$ cat src/rtl/seradd_pkg.sv
// Shared types and helpers for the nibble-serial adder.
// Latency: n/a (definitions only).
// Backpressure: n/a (definitions only).
package seradd_pkg;

    // Width of the arithmetic slice that is time-shared across the operand.
    localparam int NIBBLE_BITS = 4;

    typedef enum logic [1:0] {
        IDLE = 2'd0,
        RUN  = 2'd1,
        DONE = 2'd2
    } state_t;

    // Counter width for the nibble step counter; never narrower than 1 bit.
    function automatic int cnt_width(input int width);
        int nib;
        nib = width / NIBBLE_BITS;
        return (nib <= 1) ? 1 : $clog2(nib);
    endfunction

endpackage

$ cat src/rtl/nibble_add4.sv
// 4-bit ripple-carry adder slice; the only arithmetic in the serial adder.
// Latency: purely combinational, zero cycles.
// Backpressure: none, no state or handshake.
module nibble_add4 (
    input  logic [3:0] a,
    input  logic [3:0] b,
    input  logic       ci,
    output logic [3:0] s,
    output logic       co
);

    logic [4:0] c;

    // Explicit bit-by-bit carry ripple from ci through bit 3.
    always_comb begin
        c    = '0;
        s    = '0;
        c[0] = ci;
        for (int i = 0; i < 4; i++) begin
            s[i]   = a[i] ^ b[i] ^ c[i];
            c[i+1] = (a[i] & b[i]) | (a[i] & c[i]) | (b[i] & c[i]);
        end
    end

    assign co = c[4];

endmodule

$ cat src/rtl/nibble_serial_adder_ctrl.sv
// WIDTH-bit add through one 4-bit slice, one nibble per cycle LSB first. Optional subtract via SERADD_SUB_EN.
// Latency: out_valid rises WIDTH/4 edges after the accepting edge; one op per WIDTH/4+2 cycles.
// Backpressure: accepts only in IDLE (in_ready); result held in DONE until out_ready, no DONE->accept bypass.
module nibble_serial_adder_ctrl
    import seradd_pkg::*;
#(
    parameter int WIDTH = 16
) (
    input  logic             clk,
    input  logic             rst_n,
    input  logic             in_valid,
    output logic             in_ready,
    input  logic [WIDTH-1:0] op_a,
    input  logic [WIDTH-1:0] op_b,
    input  logic             cin,
`ifdef SERADD_SUB_EN
    input  logic             sub,
`endif
    output logic             out_valid,
    input  logic             out_ready,
    output logic [WIDTH-1:0] sum,
    output logic             cout,
    output logic             busy
);

    localparam int NIB = WIDTH / NIBBLE_BITS;
    localparam int CW  = cnt_width(WIDTH);

    // Operand width must split evenly into whole nibbles.
    if ((WIDTH < NIBBLE_BITS) || ((WIDTH % NIBBLE_BITS) != 0)) begin : g_width_check
        $error("nibble_serial_adder_ctrl: WIDTH must be a multiple of 4 and at least 4");
    end

    state_t           state;
    state_t           state_nxt;
    logic [WIDTH-1:0] a_sr;
    logic [WIDTH-1:0] b_sr;
    logic [WIDTH-1:0] sum_r;
    logic             carry;
    logic             cout_r;
    logic [CW-1:0]    cnt;
    logic             accept;
    logic             last;
    logic [3:0]       slice_s;
    logic             slice_co;
    logic [WIDTH-1:0] b_load;
    logic             c_load;

    assign in_ready  = (state == IDLE);
    assign busy      = (state != IDLE);
    assign out_valid = (state == DONE);
    assign sum       = sum_r;
    assign cout      = cout_r;
    assign accept    = in_valid & in_ready;
    assign last      = (cnt == CW'(NIB - 1));

`ifdef SERADD_SUB_EN
    // Subtract as A + ~B + 1; cin is ignored so cout reads as "no borrow".
    assign b_load = sub ? ~op_b : op_b;
    assign c_load = sub ? 1'b1 : cin;
`else
    assign b_load = op_b;
    assign c_load = cin;
`endif

    nibble_add4 u_slice (
        .a  (a_sr[3:0]),
        .b  (b_sr[3:0]),
        .ci (carry),
        .s  (slice_s),
        .co (slice_co)
    );

    // State register.
    always_ff @(posedge clk or negedge rst_n) begin
        if (!rst_n) begin
            state <= IDLE;
        end else begin
            state <= state_nxt;
        end
    end

    // Next-state: accept in IDLE, step nibbles in RUN, wait for consumer in DONE.
    always_comb begin
        state_nxt = state;
        case (state)
            IDLE:    if (in_valid) state_nxt = RUN;
            RUN:     if (last)     state_nxt = DONE;
            DONE:    if (out_ready) state_nxt = IDLE;
            default: state_nxt = IDLE;
        endcase
    end

    // Datapath: load operands on accept, then shift one nibble per RUN cycle.
    always_ff @(posedge clk or negedge rst_n) begin
        if (!rst_n) begin
            a_sr   <= '0;
            b_sr   <= '0;
            sum_r  <= '0;
            carry  <= 1'b0;
            cout_r <= 1'b0;
            cnt    <= '0;
        end else if (accept) begin
            a_sr  <= op_a;
            b_sr  <= b_load;
            carry <= c_load;
            cnt   <= '0;
        end else if (state == RUN) begin
            a_sr  <= a_sr >> NIBBLE_BITS;
            b_sr  <= b_sr >> NIBBLE_BITS;
            // New nibble enters at the top so that after NIB steps nibble 0 sits at the bottom.
            sum_r <= (sum_r >> NIBBLE_BITS) | (WIDTH'(slice_s) << (WIDTH - NIBBLE_BITS));
            carry <= slice_co;
            cnt   <= cnt + 1'b1;
            if (last) begin
                cout_r <= slice_co;
            end
        end
    end

endmodule

$ cat config.mk
export PLATFORM = sky130hd
export DESIGN_NAME = nibble_serial_adder_ctrl
export DESIGN_NICKNAME = d
export VERILOG_FILES = /design/src/rtl/seradd_pkg.sv /design/src/rtl/nibble_add4.sv /design/src/rtl/nibble_serial_adder_ctrl.sv
export SDC_FILE = /design/constraint.sdc
export NUM_CORES = 1
export LEC_CHECK = 0
export ABC_AREA = 1
export CAP_MARGIN = 20
export CORE_UTILIZATION = 60
export CTS_CLUSTER_SIZE = 40
export DETAILED_ROUTE_END_ITERATION = 8
export DONT_BUFFER_PORTS = 1
export PLACE_DENSITY = 0.76
export SLEW_MARGIN = 20
export SYNTH_ARGS = -nofsm -noshare
export SYNTH_HDL_FRONTEND = slang
export SYNTH_SLANG_ARGS = --single-unit
$ cat constraint.sdc
create_clock -name clk -period 3.4 [get_ports clk]
set_input_delay 0.68 -clock clk [delete_from_list [all_inputs] [get_ports clk]]
set_output_delay 0.68 -clock clk [all_outputs]
set_load 0.03 [all_outputs]
# Word-level counts from Yosys, hierarchy flattened
# Index checks and enable logic that the tools add are counted.
dict set report op_classes {
  n_addsub 1
  n_eq_ne 6
  muxes 12
  n_bitwise 31
  n_reduce_logical 6
}
# cell n
set ops {}
lappend ops {{$mux 16} 4}
lappend ops {{$or 12x16->16} 1}
lappend ops {{$and 1x1->1} 13}
lappend ops {{$mux 2} 5}
lappend ops {{$or 1x1->1} 8}
lappend ops {{$xor 1x1->1} 8}
lappend ops {{$pmux 2 s3} 1}
lappend ops {{$reduce_and 3->1} 2}
lappend ops {{$eq 2x2->1 const B} 2}
lappend ops {{$ne 2x2->1 const B} 2}
lappend ops {{$reduce_bool 2->1} 2}
lappend ops {{$add 2x1->2 const B} 1}
lappend ops {{$eq 2x1->1 const B} 1}
lappend ops {{$logic_not 2->1} 1}
lappend ops {{$mux 1} 2}
lappend ops {{$ne 2x1->1 const B} 1}
lappend ops {{$reduce_and 2->1} 1}
lappend ops {{$not 1->1} 1}
dict set report word_totals {
  ff_bits 54
  in_bits 37
  output_inout_bits 20
  wordCells 63
}

# Logic depth before layout (Yosys ltp)
# Gate-level depths: netlist of run 1.
dict set report logic_depth {
  ltp_word 14
  depth_mapped 10
  ltp_nobuf 10
}

# Hierarchy
# From an unflattened synthesis of run 1, not the netlist that was laid out.
dict set report unflattened {
  hier_cells 271
  hier_area_um2 2403.6
}
# module instances cells_each area_per_inst_um2 seq_area_each_um2
set by_module_without_submodules {}
lappend by_module_without_submodules {nibble_serial_adder_ctrl 1 257 2285.9 1351.3}
lappend by_module_without_submodules {nibble_add4 1 14 117.6 0.0}

# Least setup slack after synthesis of run 1
# No wires, ideal clock.
dict set report synth_timing {
  path_type {reg2reg}
  from {register a_sr[0]}
  to {register sum_r[15], in the netlist sum[15]}
  setup_time_ns 0.083
  t_arrival_ns 1.945
  required_ns 3.317
  path_slack_ns 1.373
  stages_incl_launch_ff 9
  path_buffers 0
  period_less_slack_ns 2.027
  path_cell_list {dfrtp_1 -> inv_1 -> fa_1 -> inv_1 -> fa_1 -> fa_1 -> inv_1 -> fa_1 -> o21ai_0}
}
dict set report synth_via {
  elab_chain_cells 11
  elab_cells_between_ends 14
  cone_classes {bitwise (14)}
}
# element line_no
set synth_rtl {}
lappend synth_rtl {{start, declared} nibble_serial_adder_ctrl.sv:36} ;# logic [WIDTH-1:0] a_sr;
lappend synth_rtl {{start signal, assigned} nibble_serial_adder_ctrl.sv:104} ;# a_sr <= op_a;
lappend synth_rtl {{start signal, assigned} nibble_serial_adder_ctrl.sv:109} ;# a_sr <= a_sr >> NIBBLE_BITS;
lappend synth_rtl {{$and 1x1->1} nibble_add4.sv:21} ;# c[i+1] = (a[i] & b[i]) | (a[i] & c[i]) | (b[i] & c[i]);
lappend synth_rtl {{$or 1x1->1 * (2 in a row)} nibble_add4.sv:21}
lappend synth_rtl {{$and 1x1->1} nibble_add4.sv:21}
lappend synth_rtl {{$or 1x1->1} nibble_add4.sv:21}
lappend synth_rtl {{$or 1x1->1 *} nibble_add4.sv:21}
lappend synth_rtl {{$and 1x1->1} nibble_add4.sv:21}
lappend synth_rtl {{$or 1x1->1} nibble_add4.sv:21}
lappend synth_rtl {{$or 1x1->1 *} nibble_add4.sv:21}
lappend synth_rtl {{$xor 1x1->1 *} nibble_add4.sv:20} ;# s[i] = a[i] ^ b[i] ^ c[i];
lappend synth_rtl {{$or 12x16->16 *} nibble_serial_adder_ctrl.sv:112} ;# sum_r <= (sum_r >> NIBBLE_BITS) | (WIDTH'(slice_s) << (WIDTH - NIBBLE_BITS));
lappend synth_rtl {{end signal, assigned} nibble_serial_adder_ctrl.sv:112}
lappend synth_rtl {{end, declared} nibble_serial_adder_ctrl.sv:38} ;# logic [WIDTH-1:0] sum_r;
# Mark *: on every way between the ends. The rest lies on a longest branch, timed or not.
# A chain may end at the register's enable or synchronous reset.

# Worst setup path in the final report of run 1
dict set report layout_timing {
  from {register state[0]}
  to {output port busy}
}
dict set report layout_via {
  elab_chain_cells 1
}
# element line_no
set layout_rtl {}
lappend layout_rtl {{start, declared} nibble_serial_adder_ctrl.sv:34} ;# state_t state;
lappend layout_rtl {{start signal, assigned} nibble_serial_adder_ctrl.sv:79} ;# state <= state_nxt;
lappend layout_rtl {{$reduce_bool 2->1} nibble_serial_adder_ctrl.sv:50} ;# assign busy = (state != IDLE);
lappend layout_rtl {{end, declared} nibble_serial_adder_ctrl.sv:23} ;# output logic busy
# No other way between the ends.

==> impl_metrics.toml, run 1 <==
[cts]
clkLatencyLatePin_ns = 0.30
clockBufferDepth = 2
cts_hold_buf = 0
cts_root_buf = "clkbuf_8"
clk_pin_slew_ns = 0.09
cts-buffers-inserted = 5
cts_resized = 0
htree_levels = 2
post_cts_buffers = 0
cts_sinks = 54
cts_tree = "yes"

[drt]
viasPerCell = 5.477
dr.pass1.iters = 4
final_antenna_net_count = 0
first_iter_violations = 117
wirelength_um = 4353
post_drt_wl_per_cell_um = 14.13
via_count = 1687
post-route-drc-count = 0

[cells_and_area]
regArea_sq_mm = 0.001351
final_util_pct = 65.23
diodes = 0
post-route-cell-area_sq_mm = 0.002460
drive_gt1_share_pct = 5.769
area_delta_synth_final_pct = 0.7689
final_net_count = 302
multiInputGateArea_sq_um = 887.1
fillers = 324

[hold_path]
hold_class = "in -> async"

[synth]
synth_warnings = 0
syn_area_sq_mm = 0.002441
ys_seq_area_share_pct = 55.36
ys_types = 20
syn_avg_cell_area_sq_um = 9.109
synth_nets = 310
synth_ff_type = "dfrtp_1"
synth-async-reset-ratio_pct = 100.0
synth_top_area_share_pct = 55.36
synth_edf_count = 0
synth_largest_area_cell = "dfrtp_1"
synthCells = 268
ys_ff_latch = 54
synth_most_common_cell = "nand2_1"
synthTopCellsByCount = "nand2_1, nand3_1, dfrtp_1, inv_1, o21ai_0"
yosys-top-cells-area = "dfrtp_1, nand2_1, nand3_1"

[floorplanning]
dieArea_sq_mm = 0.004328
num_rows = 22
core_sq_mm = 0.003771
die_x_um = 65.79
die_h_um = 65.79
initial_core_util_pct = 64.73
ios = 57

[sta]
period_share_pct = 65.13
period_needed_ns = 2.214
hold_violations = 0
drv_slew = 0
slew_headroom_pct = 44.69
worst_pin_slew_ns = 0.8265
rsz0062_at_grt = "false"
setup_violations = 0
fin_setup_tns_ns = 0
clock-skew-final_ns = 0.004433
fmax_mhz = 451.6

[setup_path]
worst_setup_path_start_kind = "register"
r2r.worst_path.cells = 8
rr_startpoint = "a_sr[0]"
reg2reg_to = "sum[15]"
critPathKind = "reg -> out"
r2r_setup_slack_ns = 1.27
critPathArrivalTime_ns = 1.53
cp_data_required_time_ns = 2.72
cp-end-kind = "output port"
crit_path_max_fanout = 17

[placement]
hpwl_um = 2868
port_buffers = 0
post_dp_cell_area_sq_mm = 0.002384
gp_congestion = 0.7491

[power]
power_mw = 2.439
p_leak_nw = 1.225
peakVddDrop_mv = 0.7729
powerDensity_mw_per_mm2 = 991.4

[global_route]
met1_usage_pct = 31.81
antenna_found_initial = 0
grt_usage_pct = 22.87
use_met2_pct = 33.67
grt_overflow = 0
grt_max_degree = 55
top_usage_layer = "met2"
grt_pass1_wl_um = 7307
met3_usage_pct = 7.069
grt_pass1_vias = 1530

[run]
cap_violations = 0

[outcome]
status = "finished clean"
## through the flow
stage	hold WS (ns)	instances	worst slack, ns
floorplan	0.3844	268	1.373
global placement	0.3855	301	1.339
detailed placement	0.3857	301	1.247
CTS	0.05568	308	1.182
global route	0.03598	308	1.090
finish	0.06057	308	1.186
## cell usage in the layout (no fill, tap or decap), drive strengths merged
cell / count
nand2: 94
nand3: 59
dfrtp: 54
inv: 20
o21ai: 18
clkbuf: 7
fa: 4
nor2: 1
o22ai: 1
ha: 1
buf: 1
## sequential cells by signal (all words and copies together), names as in the netlist
name	cells
sum	16
state	2
cnt	2
a_sr	16
carry	1
cout	1
b_sr	16
## layout make-up
cell class / instances / area share (%)
clock buffers: 7 / 3.103
inverters: 20 / 3.154
multi-input cells: 178 / 36.06
flip-flops and latches: 54 / 54.93
well taps: 48 / 2.442
repair buffers: 1 / 0.3052
## critical path, cell delays in order (launching register included)
cell and delay, ns:
dfrtp_1 0.49, nor2_4 0.46, inv_1 0.28
## layer usage
layer | wire, um | vias up | share of wire [%]
li1 | - | 836 | -
met1 | 1930 | 794 | 44
met2 | 2072 | 49 | 48
met3 | 279 | 8 | 6.4
met4 | 71 | 0 | 1.6
met5 | 0 | - | 0
## logic make-up (layout without fill, tap and decap cells)
| group | after synthesis | after routing | share of synthesized area (%) |
|---|---|---|---|
| buffers and inverters | 36 | 28 | 8.303 |
| and+or+nand+nor | 154 | 154 | 27.52 |
| AOI/OAI and AO/OA | 19 | 19 | 5.023 |
| DFF | 54 | 54 | 55.36 |
| adders and majority gates | 5 | 5 | 3.793 |
## how the worst max path moves through the flow
| stage | startpoint | to | slack (ns) | cells after the start |
|---|---|---|---|---|
| 3_5_place_dp | a_sr[0] | sum[15] | 1.25 | 8 |
| 2_1_floorplan | a_sr[0] | sum[15] | 1.37 | 8 |
| 6_report | state[0] | busy | 1.19 | 2 |
| 4_1_cts | state[0] | busy | 1.18 | 2 |
| 5_1_grt | state[0] | busy | 1.09 | 2 |
| 3_3_place_gp | a_sr[0] | sum[15] | 1.34 | 8 |
## power by group
group	leakage [nW]	internal [mW]	switching [mW]	total (mW)
Clock	0.0383	0.142	0.191	0.333
Combinational	0.491	0.276	0.578	0.854
Sequential	0.695	0.903	0.349	1.25
Total	1.22	1.32	1.12	2.44
Note: power is estimated with default switching activity, not from simulation.
==> inputs of run 2 (changes only) <==
CORE_UTILIZATION = 56   (was 60)
PLACE_DENSITY = 0.74   (was 0.76)
clock period = 2 ns   (was 3.4 ns; I/O delays follow)
==> run 2 against run 1 <==
Highest routed layer unchanged. The flow now finishes with violations (setup timing). Flip-flop and latch count is the same. Sequential share of layout area down 2.6 points. Worst setup slack got worse by 1.2 ns. Non-clock buffer count rose by 8. First-iteration DRC count shrank 7.7%. Sequential power grew 70%. Die area rose by 6.9%.
==> impl_metrics.toml, run 2 (synthesis results as in run 1) <==
[outcome]
status = "finished, violations left"
violations = "setup timing"

[floorplanning]
die_x_um = 68.03
ios = 57
die_h_um = 68.03
num_rows = 23
dieArea_sq_mm = 0.004627
core_sq_mm = 0.004086
initial_core_util_pct = 59.74

[drt]
post_drt_wl_per_cell_um = 14.39
dr.pass1.iters = 4
via_count = 1731
viasPerCell = 5.426
post-route-drc-count = 0
final_antenna_net_count = 0
first_iter_violations = 108
wirelength_um = 4590

[run]
cap_violations = 0

[sta]
clock-skew-final_ns = 0.005625
slew_headroom_pct = 71.33
setup_violations = 1
rsz0062_at_grt = "true"
hold_violations = 0
period_needed_ns = 2.022
period_share_pct = 101.1
fmax_mhz = 494.6
drv_slew = 0
fin_ws_ns = -0.02189
fin_setup_tns_ns = -0.02189
worst_pin_slew_ns = 0.4301

[cells_and_area]
multiInputGateArea_sq_um = 892.1
diodes = 0
regArea_sq_mm = 0.001351
final_cell_mix = "nand2_1, nand3_1, dfrtp_1, inv_1, o21ai_0"
final_common_cell = "nand2_1"
fillers = 343
final_util_pct = 63.23
final_net_count = 310
drive_gt1_share_pct = 10.78
area_delta_synth_final_pct = 5.843

[power]
peakVddDrop_mv = 0.9385
powerDensity_mw_per_mm2 = 1716
p_leak_nw = 1.279

[placement]
hpwl_um = 2938
pre_cts_slack_ns = -0.07563
port_buffers = 0
gp_congestion = 0.7792

[cts]
clockBufferDepth = 2
cts_sinks = 54
cts_root_buf = "clkbuf_8"
htree_levels = 2
cts_tree = "yes"
clk_pin_slew_ns = 0.10
clkLatencyLatePin_ns = 0.30
cts-buffers-inserted = 5

[global_route]
grt_pass1_vias = 1572
grt_usage_pct = 22.10
antenna_found_initial = 0
grt_overflow = 0
grt_max_degree = 55
grt_pass1_wl_um = 7376

[setup_path]
r2r_setup_slack_ns = -0.02
critPathArrivalTime_ns = 2.25
cp-end-kind = "register"
crit_path_max_fanout = 2
cp_data_required_time_ns = 2.23
worst_setup_path_start_kind = "register"
critPathKind = "reg -> reg"

[hold_path]
hold_class = "in -> reg"
-- run 2: cell types whose count changed in the layout (fill, tap and decap cells not counted), moves of 2 or more --
cell / change
fa_2: +2
inv_1: -3
inv_2: +3
buf_4: +6
fa_1: -2
-- run 2: area by class of cell --
cell class / instances / area share [%]
flip-flops and latches: 54 / 52.30
multi-input cells: 178 / 34.53
repair buffers: 9 / 3.487
inverters: 20 / 3.002
clock buffers: 6 / 2.809
well taps: 50 / 2.421
clock inverters: 2 / 1.453
-- run 2: metrics by stage --
step | hold WS, ns | power, mW | cells | cell area, sq um
6_report | 0.1876 | 4.435 | 319 | 2584
4_1_cts | 0.1852 | 4.462 | 318 | 2576
3_5_place_dp | 0.1055 | 3.688 | 307 | 2419
5_1_grt | 0.1687 | 4.791 | 319 | 2584
2_1_floorplan | 0.1044 | 3.498 | 268 | 2444
3_3_place_gp | 0.1054 | 3.624 | 307 | 2419
-- run 2: critical path: stages (launching register included) --
cell and delay, ns:
dfrtp_1 0.41, inv_2 0.06, fa_1 0.16, inv_1 0.05
fa_2 0.33, fa_2 0.35, inv_2 0.06, fa_1 0.39
o21ai_1 0.15
-- run 2: worst paths after layout --
path,startpoint,end,cells after the start
min in group asynchronous,rst_n,sum[10],2
setup reg to reg,a_sr[0],sum[15],8
setup / recovery,a_sr[0],sum[15],8
hold reg to reg,b_sr[12],b_sr[12],2
max in group asynchronous,rst_n,a_sr[3],2
hold / removal,out_ready,state[1],1
-- run 2: report_power, final --
group	leakage [nW]	switching [mW]	internal (mW)
combinational	0.532	1.03	0.549
clock	0.0514	0.350	0.374
sequential	0.695	0.597	1.53
-- run 2: repair_timing --
item                                   in CTS  in global routing
setup endpoints to repair                   1                  3
gates resized for setup                     2                  2
hold buffers                                2                  0
pin swaps                                   1                  3
setup buffers                               1                  1
endpoints found under the hold margin      54                  0
gates cloned                                0                  0
-- run 2: metal layers --
metal	global-route usage (%)	routed length (um)	up-vias
li1	-	-	860
met1	28.51	2001	813
met2	35.66	2231	52
met3	7.000	302	6
met4	6.250	55	0
met5	0	0	-
==> inputs of run 3 (changes only) <==
CORE_UTILIZATION = 45   (was 56)
DONT_BUFFER_PORTS = not set   (was 1)
GPL_ROUTABILITY_DRIVEN = 0   (was not set)
PLACE_DENSITY = 0.76   (was 0.74)
SKIP_LAST_GASP = 1   (was not set)
==> run 3 against run 2 <==
The run still ends with setup timing left. Flip-flop and latch count stayed put. Final area up 22%. Sequential power decreased by 15%. Sequential share of layout area shrank 9.2 points. Routed wire length up 3.2%. First-iteration DRC count shrank 40%. Power up 6.7%. Highest routed layer unchanged.
==> impl_metrics.toml, run 3 (synthesis results as in run 1) <==
[outcome]
status = "finished, violations left"
violations = "setup timing"

[sta]
worst_pin_slew_ns = 0.4133
rsz0062_at_grt = "true"
hold_violations = 0
fin_ws_ns = -0.08547
fmax_mhz = 479.5
slew_headroom_pct = 72.45
setup_violations = 1
clock-skew-final_ns = 0.003673
period_share_pct = 104.3
hold_ws_ns = 0.06753
drv_slew = 0
period_needed_ns = 2.085

[cts]
clk_pin_slew_ns = 0.09
cts_root_buf = "clkbuf_8"
clockBufferDepth = 2
cts-buffers-inserted = 5
clkLatencyLatePin_ns = 0.30
cts_sinks = 54
cts_tree = "yes"
htree_levels = 2

[global_route]
grt_max_degree = 55
antenna_found_initial = 0
grt_pass1_wl_um = 8142
grt_usage_pct = 19.15
grt_overflow = 0
grt_pass1_vias = 1839

[setup_path]
rr_startpoint = "b_sr[0]"
worst_setup_path_start_kind = "register"
cp_common_cell = "fa_2"
crit_path_cell_trace = "inv_1, fa_2, inv_2, fa_2, fa_2, inv_2, fa_2, o21ai_2"
cp-end-kind = "register"
critPathArrivalTime_ns = 2.32
crit_path_max_fanout = 2
crit_family = "adder cells"
cp_data_required_time_ns = 2.24
crit_buf_inv = 3
critPathKind = "reg -> reg"
crit_slowest_cell = "fa_2"
crit_start = "b_sr[0]"
slowest_delay_ns = 0.43

[drt]
post-route-drc-count = 0
viasPerCell = 4.847
via_count = 1895
dr.pass1.iters = 4
first_iter_violations = 65
post_drt_wl_per_cell_um = 12.11
final_antenna_net_count = 0
wirelength_um = 4736

[placement]
port_buffers = 56
hpwl_um = 3144
pre_cts_slack_ns = -0.05434
post_dp_cell_area_sq_mm = 0.003027

[run]
cap_violations = 0

[hold_path]
hold_class = "in -> async"

[cells_and_area]
diodes = 0
area_delta_synth_final_pct = 28.60
post-route-cell-area_sq_mm = 0.003139
final_cell_mix = "nand2_1, nand3_1, dfrtp_1, clkdlybuf4s50_1, inv_1"
final_common_cell = "nand2_1"
final_net_count = 362
drive_gt1_share_pct = 10.28
final_util_pct = 60.69

[power]
powerDensity_mw_per_mm2 = 1508
peakVddDrop_mv = 0.6286
p_leak_nw = 1.488

[floorplanning]
num_rows = 26
core_sq_mm = 0.005172
die_h_um = 75.65
initial_core_util_pct = 47.19
dieArea_sq_mm = 0.005723
ios = 57
die_x_um = 75.65
run 3: cell count changes in the layout (fill, tap and decap cells not counted), sizes merged:
cell and change:
dlymetal6s2s +1, buf -1, dlygate4sd2 +1, dlygate4sd3 -1
bufinv -1, clkinv +1, clkdlybuf4s50 +52, clkbuf +1
clkinvlp -1
run 3: power breakdown:
part	switching [mW]	leakage, nW	total [mW]	internal (mW)
Sequential	0.279	0.695	1.82	1.54
Clock	0.339	0.0482	0.620	0.280
Combinational	1.41	0.745	2.29	0.882
Total	2.03	1.49	4.73	2.70
run 3: area by class of cell:
| type | count | area [sq um] |
|---|---|---|
| fill | 455 | 2033 |
| multi-input combinational | 178 | 900.9 |
| sequential | 54 | 1353 |
| clock inverter | 1 | 5.005 |
| clock buffer | 7 | 86.33 |
| inverter | 20 | 77.57 |
| timing repair buffer | 61 | 629.4 |
| tap | 70 | 87.58 |
run 3: metrics by stage:
step | instances | setup TNS, ns | power [mW]
finish | 391 | -0.08547 | 4.733
global route | 391 | -0.1712 | 5.138
CTS | 391 | -0.06922 | 4.732
detailed placement | 382 | -0.05434 | 4.103
global placement | 382 | 0 | 4.019
floorplan | 268 | 0 | 3.498
run 3: metal layers:
metal  wire length (um)  vias up  global-route usage (%)  part of all wire, %
met4                 63        0                   4.938                  1.3
li1                   -      958                       -                    -
met1               2151      879                   23.25                   45
met5                  0        -                       0                    0
met2               2293       50                   33.53                   48
met3                227        8                   5.688                  4.8
run 3: repair_timing:
| item | CTS | global route |
|---|---|---|
| setup buffers | 1 | 0 |
| hold endpoints to repair | 0 | 0 |
| pin swaps | 0 | 5 |
| setup endpoints to repair | 3 | 4 |
| resized for setup | 2 | 9 |
| hold buffers | 0 | 0 |
run 3: worst reg2reg max path, stage by stage, from the launching register on:
cell,delay [ns]
dfrtp_1,0.39
inv_1,0.08
fa_2,0.20
inv_2,0.04
fa_2,0.36
fa_2,0.34
inv_2,0.07
fa_2,0.43
o21ai_2,0.12
run 3: worst paths after layout:
check	depth (start not counted)	end	slack, ns
worst max-delay path	8	sum[15]	-0.09
worst min-delay path	2	sum[3]	0.07
worst max register to register	8	sum[15]	-0.09
worst min register to register	2	b_sr[14]	0.48
max in group asynchronous	2	sum[5]	1.68
min in group clk	2	b_sr[14]	0.48
